[config.mk]
export PLATFORM = sky130hd
export DESIGN_NAME = fetch_fifo_reader_flat
export DESIGN_NICKNAME = d
export VERILOG_FILES = /design/src/rtl/fetch_fifo_reader_if.sv /design/src/rtl/fetch_fifo_reader.sv /design/src/flat_wrapper.sv
export SDC_FILE = /design/constraint.sdc
export NUM_CORES = 1
export LEC_CHECK = 0
export CORE_MARGIN = 10
export CORE_UTILIZATION = 40
export DETAILED_ROUTE_END_ITERATION = 7
export PLACE_DENSITY = 0.72
export SETUP_SLACK_MARGIN = 0.5
export SYNTH_ARGS = -nofsm -noshare
export SYNTH_HDL_FRONTEND = slang
export SYNTH_SLANG_ARGS = --single-unit
[constraint.sdc]
create_clock -name cpu_clk -period 14.82 [get_ports cpu_clk]
set_clock_uncertainty 0.2 [all_clocks]
set_input_delay 2.964 -clock cpu_clk [delete_from_list [all_inputs] [get_ports cpu_clk]]
set_output_delay 2.964 -clock cpu_clk [all_outputs]
set_load 0.02 [all_outputs]
[src/rtl/fetch_fifo_reader_if.sv]
// Handshake bundle between the fetch FIFO reader, its fill engine, the FIFO
// read port and the fetch stage.
interface fetch_fifo_reader_if #(
    parameter int ADDR_W = 64
) ();
    logic              req_valid_o;
    logic              req_ready_i;
    logic [ADDR_W-1:0] req_addr_o;

    logic              rd_en_o;
    logic [63:0]       rd_data_i;
    logic              rd_empty_i;

    logic              redirect_i;
    logic [ADDR_W-1:0] redirect_pc_i;

    logic              instr_valid_o;
    logic [31:0]       instr_o;
    logic [ADDR_W-1:0] instr_pc_o;
    logic              instr_ready_i;

    modport master (
        output req_valid_o,
        output req_addr_o,
        output rd_en_o,
        output instr_valid_o,
        output instr_o,
        output instr_pc_o,
        input  req_ready_i,
        input  rd_data_i,
        input  rd_empty_i,
        input  redirect_i,
        input  redirect_pc_i,
        input  instr_ready_i
    );

    modport slave (
        input  req_valid_o,
        input  req_addr_o,
        input  rd_en_o,
        input  instr_valid_o,
        input  instr_o,
        input  instr_pc_o,
        output req_ready_i,
        output rd_data_i,
        output rd_empty_i,
        output redirect_i,
        output redirect_pc_i,
        output instr_ready_i
    );
endinterface

[src/rtl/fetch_fifo_reader.sv]
// CPU-side consumer of the fetch FIFO: requests lines, splits 64-bit beats into
// 32-bit instructions. Define FETCH_RD_PERF_EN to add line/dropped-beat counters.
module fetch_fifo_reader #(
    parameter int ADDR_W     = 64,
    parameter int LINE_BEATS = 4
) (
    input  logic                cpu_clk,
    input  logic                cpu_reset,
    fetch_fifo_reader_if.master bus
`ifdef FETCH_RD_PERF_EN
    ,
    output logic [31:0]         perf_lines_o,
    output logic [31:0]         perf_drop_beats_o
`endif
);
    // state    | meaning
    // S_IDLE   | waiting for the first redirect (boot PC)
    // S_REQ    | line request outstanding to the fill engine
    // S_STREAM | popping beats of the requested line, emitting instructions
    // S_DRAIN  | discarding the remaining beats of an abandoned line

    localparam int LINE_BYTES = 8 * LINE_BEATS;
    localparam int OFF_W      = $clog2(LINE_BYTES);
    localparam int BEAT_W     = $clog2(LINE_BEATS);
    localparam int CNT_W      = BEAT_W + 1;

    typedef enum logic [1:0] {
        S_IDLE,
        S_REQ,
        S_STREAM,
        S_DRAIN
    } state_t;

    state_t              r_state;
    state_t              w_state_nxt;

    logic [ADDR_W-1:0]   r_pc;
    logic [BEAT_W-1:0]   r_beat_cnt;
    logic [CNT_W-1:0]    r_drain_cnt;
    logic                r_instr_valid;
    logic [31:0]         r_instr;
    logic [ADDR_W-1:0]   r_instr_pc;

    logic [ADDR_W-1:0]   w_new_pc;
    logic [ADDR_W-1:0]   w_line_base;
    logic [BEAT_W-1:0]   w_target;
    logic                w_streaming;
    logic                w_have_beat;
    logic                w_out_free;
    logic                w_skip;
    logic                w_load;
    logic                w_pop;
    logic                w_last_beat;
    logic                w_req_acc;
    logic [CNT_W-1:0]    w_drain_rem;

    assign w_new_pc    = bus.redirect_pc_i & ~(ADDR_W'(3));
    assign w_line_base = r_pc & ~(ADDR_W'(LINE_BYTES - 1));
    assign w_target    = r_pc[OFF_W-1:3];
    assign w_streaming = (r_state == S_STREAM);
    assign w_have_beat = !bus.rd_empty_i;
    assign w_out_free  = !r_instr_valid || bus.instr_ready_i;
    assign w_req_acc   = (r_state == S_REQ) && bus.req_ready_i;
    assign w_last_beat = (r_beat_cnt == BEAT_W'(LINE_BEATS - 1));

    // r_pc always names the next instruction to emit, so its beat field and
    // bit 2 directly select which beat and half of the head to load.
    assign w_skip = w_streaming && w_have_beat && (r_beat_cnt < w_target);
    assign w_load = w_streaming && w_have_beat && (r_beat_cnt == w_target) && w_out_free;

    always_comb begin
        w_pop = 1'b0;
        case (r_state)
            S_STREAM: w_pop = w_skip || (w_load && r_pc[2]);
            S_DRAIN:  w_pop = w_have_beat;
            default:  w_pop = 1'b0;
        endcase
    end

    // Beats of the current line still in flight after this cycle's pop.
    assign w_drain_rem = CNT_W'(LINE_BEATS) - CNT_W'(r_beat_cnt) - CNT_W'(w_pop);

    always_ff @(posedge cpu_clk or posedge cpu_reset) begin
        if (cpu_reset) begin
            r_state <= S_IDLE;
        end else begin
            r_state <= w_state_nxt;
        end
    end

    always_comb begin
        w_state_nxt = r_state;
        case (r_state)
            S_IDLE: begin
                if (bus.redirect_i) begin
                    w_state_nxt = S_REQ;
                end
            end
            S_REQ: begin
                if (bus.req_ready_i && bus.redirect_i) begin
                    w_state_nxt = S_DRAIN;
                end else if (bus.req_ready_i) begin
                    w_state_nxt = S_STREAM;
                end
            end
            S_STREAM: begin
                if (bus.redirect_i) begin
                    w_state_nxt = (w_drain_rem == '0) ? S_REQ : S_DRAIN;
                end else if (w_pop && w_last_beat) begin
                    w_state_nxt = S_REQ;
                end
            end
            S_DRAIN: begin
                if (w_pop && (r_drain_cnt == CNT_W'(1))) begin
                    w_state_nxt = S_REQ;
                end
            end
            default: w_state_nxt = S_IDLE;
        endcase
    end

    always_ff @(posedge cpu_clk or posedge cpu_reset) begin
        if (cpu_reset) begin
            r_pc        <= '0;
            r_beat_cnt  <= '0;
            r_drain_cnt <= '0;
        end else begin
            case (r_state)
                S_IDLE: begin
                    if (bus.redirect_i) begin
                        r_pc <= w_new_pc;
                    end
                end
                S_REQ: begin
                    if (bus.redirect_i) begin
                        r_pc <= w_new_pc;
                    end
                    if (bus.req_ready_i) begin
                        r_beat_cnt  <= '0;
                        r_drain_cnt <= CNT_W'(LINE_BEATS);
                    end
                end
                S_STREAM: begin
                    if (bus.redirect_i) begin
                        r_pc        <= w_new_pc;
                        r_drain_cnt <= w_drain_rem;
                    end else if (w_load) begin
                        r_pc <= r_pc + ADDR_W'(4);
                    end
                    if (w_pop) begin
                        r_beat_cnt <= r_beat_cnt + BEAT_W'(1);
                    end
                end
                S_DRAIN: begin
                    if (bus.redirect_i) begin
                        r_pc <= w_new_pc;
                    end
                    if (w_pop) begin
                        r_drain_cnt <= r_drain_cnt - CNT_W'(1);
                    end
                end
                default: begin
                    r_pc <= r_pc;
                end
            endcase
        end
    end

    // Output register only reloads when free, which gives the hold guarantee.
    always_ff @(posedge cpu_clk or posedge cpu_reset) begin
        if (cpu_reset) begin
            r_instr_valid <= 1'b0;
            r_instr       <= '0;
            r_instr_pc    <= '0;
        end else if (bus.redirect_i) begin
            r_instr_valid <= 1'b0;
        end else if (w_load) begin
            r_instr_valid <= 1'b1;
            r_instr       <= r_pc[2] ? bus.rd_data_i[63:32] : bus.rd_data_i[31:0];
            r_instr_pc    <= r_pc;
        end else if (bus.instr_ready_i) begin
            r_instr_valid <= 1'b0;
        end
    end

    assign bus.req_valid_o   = (r_state == S_REQ);
    assign bus.req_addr_o    = w_line_base;
    assign bus.rd_en_o       = w_pop;
    assign bus.instr_valid_o = r_instr_valid;
    assign bus.instr_o       = r_instr;
    assign bus.instr_pc_o    = r_instr_pc;

`ifdef FETCH_RD_PERF_EN
    logic [31:0] r_perf_lines;
    logic [31:0] r_perf_drop;
    logic        w_drop;

    assign w_drop = w_skip || ((r_state == S_DRAIN) && w_pop);

    always_ff @(posedge cpu_clk or posedge cpu_reset) begin
        if (cpu_reset) begin
            r_perf_lines <= '0;
            r_perf_drop  <= '0;
        end else begin
            if (w_req_acc) begin
                r_perf_lines <= r_perf_lines + 32'd1;
            end
            if (w_drop) begin
                r_perf_drop <= r_perf_drop + 32'd1;
            end
        end
    end

    assign perf_lines_o      = r_perf_lines;
    assign perf_drop_beats_o = r_perf_drop;
`endif

endmodule

[src/flat_wrapper.sv]
// flat-port wrapper written by rule: the top's interface ports become plain ports
module fetch_fifo_reader_flat 
#(
    parameter int ADDR_W     = 64,
    parameter int LINE_BEATS = 4
)
  (cpu_clk, cpu_reset, bus_req_valid_o, bus_req_addr_o, bus_rd_en_o, bus_instr_valid_o, bus_instr_o, bus_instr_pc_o, bus_req_ready_i, bus_rd_data_i, bus_rd_empty_i, bus_redirect_i, bus_redirect_pc_i, bus_instr_ready_i);
  fetch_fifo_reader_if #(.ADDR_W(ADDR_W)) bus_i ();
  input  logic cpu_clk;
  input  logic cpu_reset;
  output wire logic [$bits(bus_i.req_valid_o)-1:0] bus_req_valid_o;
  output wire logic [$bits(bus_i.req_addr_o)-1:0] bus_req_addr_o;
  output wire logic [$bits(bus_i.rd_en_o)-1:0] bus_rd_en_o;
  output wire logic [$bits(bus_i.instr_valid_o)-1:0] bus_instr_valid_o;
  output wire logic [$bits(bus_i.instr_o)-1:0] bus_instr_o;
  output wire logic [$bits(bus_i.instr_pc_o)-1:0] bus_instr_pc_o;
  input wire logic [$bits(bus_i.req_ready_i)-1:0] bus_req_ready_i;
  input wire logic [$bits(bus_i.rd_data_i)-1:0] bus_rd_data_i;
  input wire logic [$bits(bus_i.rd_empty_i)-1:0] bus_rd_empty_i;
  input wire logic [$bits(bus_i.redirect_i)-1:0] bus_redirect_i;
  input wire logic [$bits(bus_i.redirect_pc_i)-1:0] bus_redirect_pc_i;
  input wire logic [$bits(bus_i.instr_ready_i)-1:0] bus_instr_ready_i;
  assign bus_req_valid_o = bus_i.req_valid_o;
  assign bus_req_addr_o = bus_i.req_addr_o;
  assign bus_rd_en_o = bus_i.rd_en_o;
  assign bus_instr_valid_o = bus_i.instr_valid_o;
  assign bus_instr_o = bus_i.instr_o;
  assign bus_instr_pc_o = bus_i.instr_pc_o;
  assign bus_i.req_ready_i = bus_req_ready_i;
  assign bus_i.rd_data_i = bus_rd_data_i;
  assign bus_i.rd_empty_i = bus_rd_empty_i;
  assign bus_i.redirect_i = bus_redirect_i;
  assign bus_i.redirect_pc_i = bus_redirect_pc_i;
  assign bus_i.instr_ready_i = bus_instr_ready_i;
  fetch_fifo_reader #(.ADDR_W(ADDR_W), .LINE_BEATS(LINE_BEATS)) u_core (.cpu_clk(cpu_clk), .cpu_reset(cpu_reset), .bus(bus_i));
endmodule
==> flow_metrics.tcl <==
set metrics [dict create \
    status "finished clean" \
    design_area_um2 12060 \
    grt_pass1_wl_um 44690 \
    die_width_um 168.4 \
    family_of_cells_with_the_greatest_summed_delay_on_the_critical_path "buffers and inverters" \
    r2r_start "u_core.r_state[0]" \
    critical_path_class "in -> out" \
    grt_pass1_vias 7590 \
    aggregate_routed_wire_length_um 28950 \
    post_cts_resized 0 \
    tritoncts "built" \
    fin_crit_ns 8.020 \
    postRouteAntennaNets 0 \
    maxSlewHeadroom_pct 31.10 \
    hold_path_class "reg -> reg" \
    fp.coreArea_um2 21760 \
    power.density_cell_area_nw_per_um2 161.1 \
    worst_slew_pin_slew_ns 1.034 \
    postPlaceCellArea_um2 11450 \
    cp-start-kind "primary input" \
    grt_util_all_layers_pct 19.89 \
    comb_power_share_pct 41.1 \
    rsz0062_at_grt "false" \
    crit_path_top_delay_cell "sky130_fd_sc_hd__clkdlybuf4s50_1" \
    grt_antenna_before_repair 2 \
    path_clk_slew_ns 0.07 \
    utilization_pct 55.42 \
    yosys_cell_types 63 \
    netSwitchingPower_uw 693.5 \
    setup_tns_ns 0 \
    ff2ff_setup_slack_ns 10.99 \
    cts_hold_repair.buffers 0 \
    seq_pwr_share_pct 35.1 \
    cts-root-to-sink-buffers 2 \
    worst_ep_arrival_time_ns 4.86 \
    p_int_mw 1.249 \
    routed_wire_length_per_instance_um 21.04 \
    dpl_worst_slack_ns 6.787 \
    num_rows 54 \
    endpoint_kind "output pin" \
    post_route_cells_drive_above_1_share_pct 11.51 \
    worst_r2r_endpoint "u_core.bus.instr_pc_o[3]" \
    syn_area_per_cell_um2 10.13 \
    synth_top_flop_cell "sky130_fd_sc_hd__dfrtp_1" \
    ys_ff_latch 164 \
    critPathRequiredTime_ns 11.66 \
    total_leakage_power_nw 4.949 \
    edff_count_synth 0 \
    multiInputGateArea_um2 3979 \
    cap_viol_max_count 0 \
    slew_viol_final 0 \
    post_synth_inst_count 869 \
    post_cts.repair.setup_buffers 0 \
    seqCellArea_um2 4105 \
    final_nets 1230 \
    cts-root-buf "sky130_fd_sc_hd__clkbuf_16" \
    io_pins 297 \
    hp-start "u_core.bus.instr_pc_o[19]" \
    crit_buf_inv 2 \
    maximum_vdd_drop_v 0.00008116 \
    worst-path-max-fanout 8 \
    r2r.worst_path.cells 6 \
    cts_max_level 4 \
    dominant_cells_by_area_after_synthesis "sky130_fd_sc_hd__dfrtp_1, sky130_fd_sc_hd__mux2_2, sky130_fd_sc_hd__buf_4" \
    synthTopCellsByCount "sky130_fd_sc_hd__dfrtp_1, sky130_fd_sc_hd__nor2_1, sky130_fd_sc_hd__buf_4, sky130_fd_sc_hd__mux2_2, sky130_fd_sc_hd__nand2_1" \
    die_area_um2 28350 \
    whs_path_depth 1 \
    area_growth_pct 36.93 \
    synth_async_sr_flop_share_pct 100.0 \
    gp_congestion 0.8722 \
    clock_insertion_delay_worst_skew_ns 0.43 \
    layout_setup_ws_ns 6.800 \
    switching_share_pct 35.69 \
    design_power_total_mw 1.943 \
    yosysSeqAreaShare_pct 46.61 \
    synthesis.yosys.warnings 0 \
    clock-sinks 164 \
    fp.dieH_um 168.4 \
    drc_errors 0 \
    synth_top_cell_area_share_pct 46.61 \
    crit_path_frequent_cell "sky130_fd_sc_hd__clkdlybuf4s50_1" \
    report.final.setup_viol 0 \
    hold-path-endpoint "u_core.bus.instr_pc_o[19]" \
    clock.fmax_mhz 124.7 \
    grt_remaining_overflow 0 \
    avgViaCountPerCell 5.404 \
    post-synth-top-count-cell "sky130_fd_sc_hd__dfrtp_1" \
    cts_bufs_inserted 17 \
    maximum_number_of_pins_on_one_net_before_global_route_repair 93 \
    detailed_placer_s_ending_hpwl_um 21900 \
    filler_cell_count 1938 \
    p_clk_share_pct 23.8 \
    dr_total_vias 7436 \
    initial_utilization_pct 40.47 \
    drt-initial-drc-count 481 \
    synth.cell_area_um2 8805 \
    timing.critical_path.slowest_cell_delay_ns 0.68 \
    port_buffers 287 \
    timing_hold_violations_final 0 \
    first_pass_drt_iterations 5 \
    synth.largest_area_cell "sky130_fd_sc_hd__dfrtp_1" \
    finalCritPeriodShare_pct 54.11 \
    cp_cell_sequence "clkdlybuf4s50_1, and3b_1, nand2b_1, o22ai_2, clkdlybuf4s50_1" \
]
[worst max-delay path by stage]
stage	startpoint	to	slack, ns	cells after the start
floorplan	cpu_reset	u_core.bus.instr_o[0]	7.22	1
global placement	bus_rd_empty_i	bus_rd_en_o	6.81	5
detailed placement	bus_rd_empty_i	bus_rd_en_o	6.79	5
CTS	bus_rd_empty_i	bus_rd_en_o	6.79	5
global route	bus_rd_empty_i	bus_rd_en_o	6.72	5
finish	bus_rd_empty_i	bus_rd_en_o	6.80	5
[area by class of cell]
class                   count  area share (%)
clock buffers              20           3.705
flip-flops and latches    164           34.05
diodes                      1         0.02076
multi-input cells         580           33.00
well taps                 280           2.906
inverters                  25          0.8198
repair buffers            294           24.22
clock inverters            12           1.276
[flip-flops by register name, indices dropped and copies added, names as in the netlist]
| name | flops |
|---|---|
| u_core.bus.instr_pc_o | 62 |
| u_core.r_pc | 62 |
| u_core.bus.instr_o | 32 |
| u_core.r_drain_cnt | 3 |
| u_core.r_beat_cnt | 2 |
| u_core.r_state | 2 |
| u_core.bus.instr_valid_o | 1 |
[power groups by stage]
stage          Clock [mW]  Combinational (mW)  Sequential [mW]
4_1_cts             0.471               0.811            0.682
2_1_floorplan           0               0.310            0.810
5_1_grt             0.487               0.862            0.702
6_report            0.462               0.799            0.681
3_5_place_dp            0               0.807            0.689
3_3_place_gp            0               0.798            0.680
[per-stage QoR]
step | hold slack [ns] | instances
2_1_floorplan | 0.2984 | 875
3_3_place_gp | 0.2883 | 1343
3_5_place_dp | 0.2942 | 1343
4_1_cts | 0.3092 | 1375
5_1_grt | 0.3157 | 1375
6_report | 0.3041 | 1376
[cells by family (layout without fill, tap and decap cells)]
group	count (synthesis)	count (layout)	synth area share, %
buffers and inverters	131	351	8.597
muxes	105	105	12.92
and+or+nand+nor	284	284	16.87
AOI/OAI and AO/OA	145	145	10.49
other	1	8	0.04259
adders and majority gates	14	14	1.990
DFF	164	164	46.61
xor gates and xnor gates	25	25	2.487
[worst reg2reg max path, stage by stage, from the launching register on]
cell,delay (ns)
sky130_fd_sc_hd__dfrtp_1,0.42
sky130_fd_sc_hd__inv_1,0.14
sky130_fd_sc_hd__ha_1,0.51
sky130_fd_sc_hd__nand2_1,0.24
sky130_fd_sc_hd__nor2_4,0.78
sky130_fd_sc_hd__buf_4,0.88
sky130_fd_sc_hd__mux2_2,0.55
[layout by cell type (no fill, tap or decap), types with 6 or more instances in the layout]
cell type                         count
sky130_fd_sc_hd__clkdlybuf4s50_1    286
sky130_fd_sc_hd__a21oi_1             50
sky130_fd_sc_hd__o21ai_0             36
sky130_fd_sc_hd__clkbuf_16           17
sky130_fd_sc_hd__nand4_1             23
sky130_fd_sc_hd__mux2_2              69
sky130_fd_sc_hd__conb_1               7
sky130_fd_sc_hd__buf_4                7
sky130_fd_sc_hd__nor4_1               8
sky130_fd_sc_hd__a31oi_1              6
sky130_fd_sc_hd__nand3_1             30
sky130_fd_sc_hd__a311oi_1             8
sky130_fd_sc_hd__nand2_1             52
sky130_fd_sc_hd__a211oi_1             9
sky130_fd_sc_hd__nor2_1              85
sky130_fd_sc_hd__and4_1               9
sky130_fd_sc_hd__xnor2_1             12
sky130_fd_sc_hd__a221oi_1             7
sky130_fd_sc_hd__nor3_1              26
sky130_fd_sc_hd__dfrtp_1            163
sky130_fd_sc_hd__xor2_1              13
sky130_fd_sc_hd__inv_1               24
sky130_fd_sc_hd__ha_1                14
sky130_fd_sc_hd__mux2i_1             36
sky130_fd_sc_hd__and3_1              12
[metal layers]
metal / share of wire [%] / GRT usage, %
met3: 12 / 8.964
met1: 39 / 23.21
met5: 0.045 / 0
met2: 48 / 32.42
met4: 1.7 / 5.375
Power figures use the tool's default switching activity.
==> RTL change 1 (same settings) <==
`LINE_BEATS` is set to 4 in 2 places; all go to 2.
--- a/src/rtl/fetch_fifo_reader.sv
+++ b/src/rtl/fetch_fifo_reader.sv
@@ -4,3 +4,3 @@
     parameter int ADDR_W     = 64,
-    parameter int LINE_BEATS = 4
+    parameter int LINE_BEATS = 2
 ) (
--- a/src/flat_wrapper.sv
+++ b/src/flat_wrapper.sv
@@ -4,3 +4,3 @@
     parameter int ADDR_W     = 64,
-    parameter int LINE_BEATS = 4
+    parameter int LINE_BEATS = 2
 )
Function: changed (a bounded check fails within 4 cycles, from zero or initial values and one cycle with cpu_reset high).
==> RTL change 1 against the original RTL <==
- global-route usage grew 0.33 points
- worst hold slack lost 0.029 ns
- sequential cell count shrank 2
- synthesized area shrank 0.57%
- fmax increased by 0.76%
- utilization shrank 0.21 points
- final area fell by 0.69%
- sequential power shrank 3.2%
- setup slack better by 0.061 ns
- power decreased by 4.9%
- highest routed layer is now met4
- routed wire length grew 2.0%
- count of clock-buffer cells in the layout shrank 2
- largest power group unchanged
==> RTL change 1: results (changes against the original RTL) <==
- Status: completed (unchanged)
- Non-Filler Instances: 1405 (was 1376)
- Hold EP: u_core.bus.instr_o[23]$_DFFE_PP0P_ (was u_core.bus.instr_pc_o[19]$_DFFE_PP0P_)
- First-pass GRT wire length: 45500 um (was 44700 um)
- Worst Hold Path Cells: 2 (was 1)
- Fraction of layout cells with a size suffix above 1: 9.54% (was 11.5%)
- Routed wl met3: 2430 um (was 3390 um)
- LEAKAGE: 4.86 nW (was 4.95 nW)
- Post-Synth Adder-Cell Area: 1.57% (was 1.99%)
- Initial antenna violation count: 3 (was 2)
- R2r setup slk: 11.22 ns (was 10.99 ns)
- PortBufs: 288 (was 287)
- Routed wire length per instance: 21.0 um (about the same)
- Crit path max fanout: 5 (was 8)
- Met2 Usage GRT: 31.8% (was 32.4%)
- Slew HR: 31.4% (was 31.1%)
- Area after DPL: 0.0114 sq mm (was 0.0115 sq mm)
- Fill count: 1898 (was 1938)
- Synth Area in XOR/XNOR: 1.80% (was 2.49%)
- Post-layout nets: 1254 (was 1230)
- Share of the yosys chip area belonging to registers: 46.3% (was 46.6%)
- Arr. time, crit path: 4.80 ns (was 4.86 ns)
- FF-to-FF Start: u_core.r_pc[2]$_DFFE_PP0P_ (was u_core.r_state[0]$_DFFE_PP0P_)
- All-Layer GR Usage: 20.2% (was 19.9%)
- Hold Crit Start: u_core.bus.instr_o[23]$_DFFE_PP0P_ (was u_core.bus.instr_pc_o[19]$_DFFE_PP0P_)
- Hold Slack: 0.276 ns (was 0.304 ns)
## RTL change 1: logic make-up after synthesis
kind of cell | Yosys count
XOR/XNOR | 18
other | 1
multiplexers | 89
AND/OR/NAND/NOR | 328
adder cells (fa/ha/maj) | 11
buffers and inverters | 136
AO/OA/AOI/OAI | 159
flip-flops | 162
## RTL change 1: layout make-up
class,count,area (sq um),area share (%)
repair buffers,294,2920,24.4
multi-input cells,611,3960,33.1
diodes,3,7.51,0.0627
flip-flops and latches,162,4060,33.9
well taps,280,350,2.93
clock buffers,18,429,3.58
clock inverters,14,154,1.29
inverters,23,91.3,0.763
## RTL change 1: critical path: stages
cell and delay [ns]:
clkdlybuf4s50_1 0.44, nand2b_1 0.21, o32a_1 0.40, inv_1 0.15, clkdlybuf4s50_1 0.63
## RTL change 1: power breakdown
group          switching (mW)  internal, mW
Clock                   0.196         0.251
Combinational           0.382         0.361
Sequential             0.0872         0.571
==> RTL change 2 (same settings) <==
Made on the original files. Encoding of `state_t`: now one-hot (4 bits for 4 states).
--- a/src/rtl/fetch_fifo_reader.sv
+++ b/src/rtl/fetch_fifo_reader.sv
@@ -26,7 +26,7 @@
 
-    typedef enum logic [1:0] {
-        S_IDLE,
-        S_REQ,
-        S_STREAM,
-        S_DRAIN
+    typedef enum logic [3:0] {
+        S_IDLE   = 4'b0001,
+        S_REQ    = 4'b0010,
+        S_STREAM = 4'b0100,
+        S_DRAIN  = 4'b1000
     } state_t;
Formal check against the unedited RTL: same outputs for any inputs over 4 cycles, from zero or initial values and one cycle with cpu_reset high; so few cycles prove little.
==> RTL change 2 against the original RTL <==
- synthesized area up 4.1%
- utilization down 0.77 points
- critical path type unchanged
- largest power group unchanged
- critical endpoint unchanged
- sequential cell count up 2
- routed wire length up 6.1%
- first-iteration DRC count up 39%
- power up 49%
- sequential share of layout area down 0.35 points
- die area up 3.6%
- setup slack better by 0.032 ns
- final area up 2.3%
- clock power up 5.0%
==> RTL change 2: results (changes against the original RTL) <==
- Diodes inserted: 0 (was 1)
- Via count: 8552 (was 7436)
- LEAKAGE: 5.17 nW (was 4.95 nW)
- Vias in the first global route: 8313 (was 7590)
- Share of the yosys chip area belonging to registers: 45.3% (was 46.6%)
- Worst slack, placed: 6.85 ns (was 6.79 ns)
- Int Power: 1.61 mW (was 1.25 mW)
- Largest net degree at the start of global routing: 89 (was 93)
- Worst Hold Path Cells: 2 (was 1)
- Area after DPL: 0.0117 sq mm (was 0.0115 sq mm)
- Fraction of layout cells with a size suffix above 1: 4.46% (was 11.5%)
- Met2 Usage GRT: 33.7% (was 32.4%)
- Area fraction in compound gates after synthesis: 17.9% (was 10.5%)
- Initial DRC count: 670 (was 481)
- Hold Slack: 0.276 ns (was 0.304 ns)
- Top post-synthesis cells by area: dfrtp_1, nand2_1, buf_4, o21ai_0, a21oi_1 (was dfrtp_1, mux2_2, buf_4, mux2i_1, nor2_1)
- Launch point of the worst path: bus_instr_ready_i (was bus_rd_empty_i)
- Grt met3 use: 6.23% (was 8.96%)
- Status: completed (unchanged)
- CP peak stage delay: 0.61 ns (was 0.68 ns)
- GR Layer Usage met1: 25.0% (was 23.2%)
- Total Wirelength: 30700 um (was 29000 um)
- Slew HR: 26.8% (was 31.1%)
- FF-to-FF Start: u_core.r_state[1]$_DFFE_PP0P_ (was u_core.r_state[0]$_DFFE_PP0P_)
- Synthesized area per cell: 8.47 sq um (was 10.1 sq um)
- Crit path max fanout: 3 (was 8)
- Worst-case reg-to-reg path depth: 8 (was 6)
- R2R Path End: u_core.r_pc[44]$_DFFE_PP0P_ (was u_core.bus.instr_pc_o[3]$_DFFE_PP0P_)
-- RTL change 2: power by group through the flow --
| stage | clock network (mW) | registers (mW) | logic [mW] |
|---|---|---|---|
| 2_1_floorplan | 0 | 0.971 | 0.894 |
| 3_3_place_gp | 0 | 0.916 | 1.47 |
| 3_5_place_dp | 0 | 0.926 | 1.49 |
| 4_1_cts | 0.494 | 0.920 | 1.49 |
| 5_1_grt | 0.512 | 0.956 | 1.61 |
| 6_report | 0.485 | 0.922 | 1.48 |
-- RTL change 2: layout make-up --
class | count | area (sq um)
fillers | 2042 | 10200
multi-input cells | 764 | 4170
flip-flops and latches | 166 | 4160
repair buffers | 294 | 2930
clock buffers | 22 | 464
well taps | 285 | 357
clock inverters | 10 | 166
inverters | 23 | 91.3
-- RTL change 2: metal layers --
metal / part of all wire, % / up-vias
li1: - / 4103
met1: 43 / 4124
met2: 48 / 303
met3: 8.0 / 22
met4: 0.96 / 0
met5: 0 / -
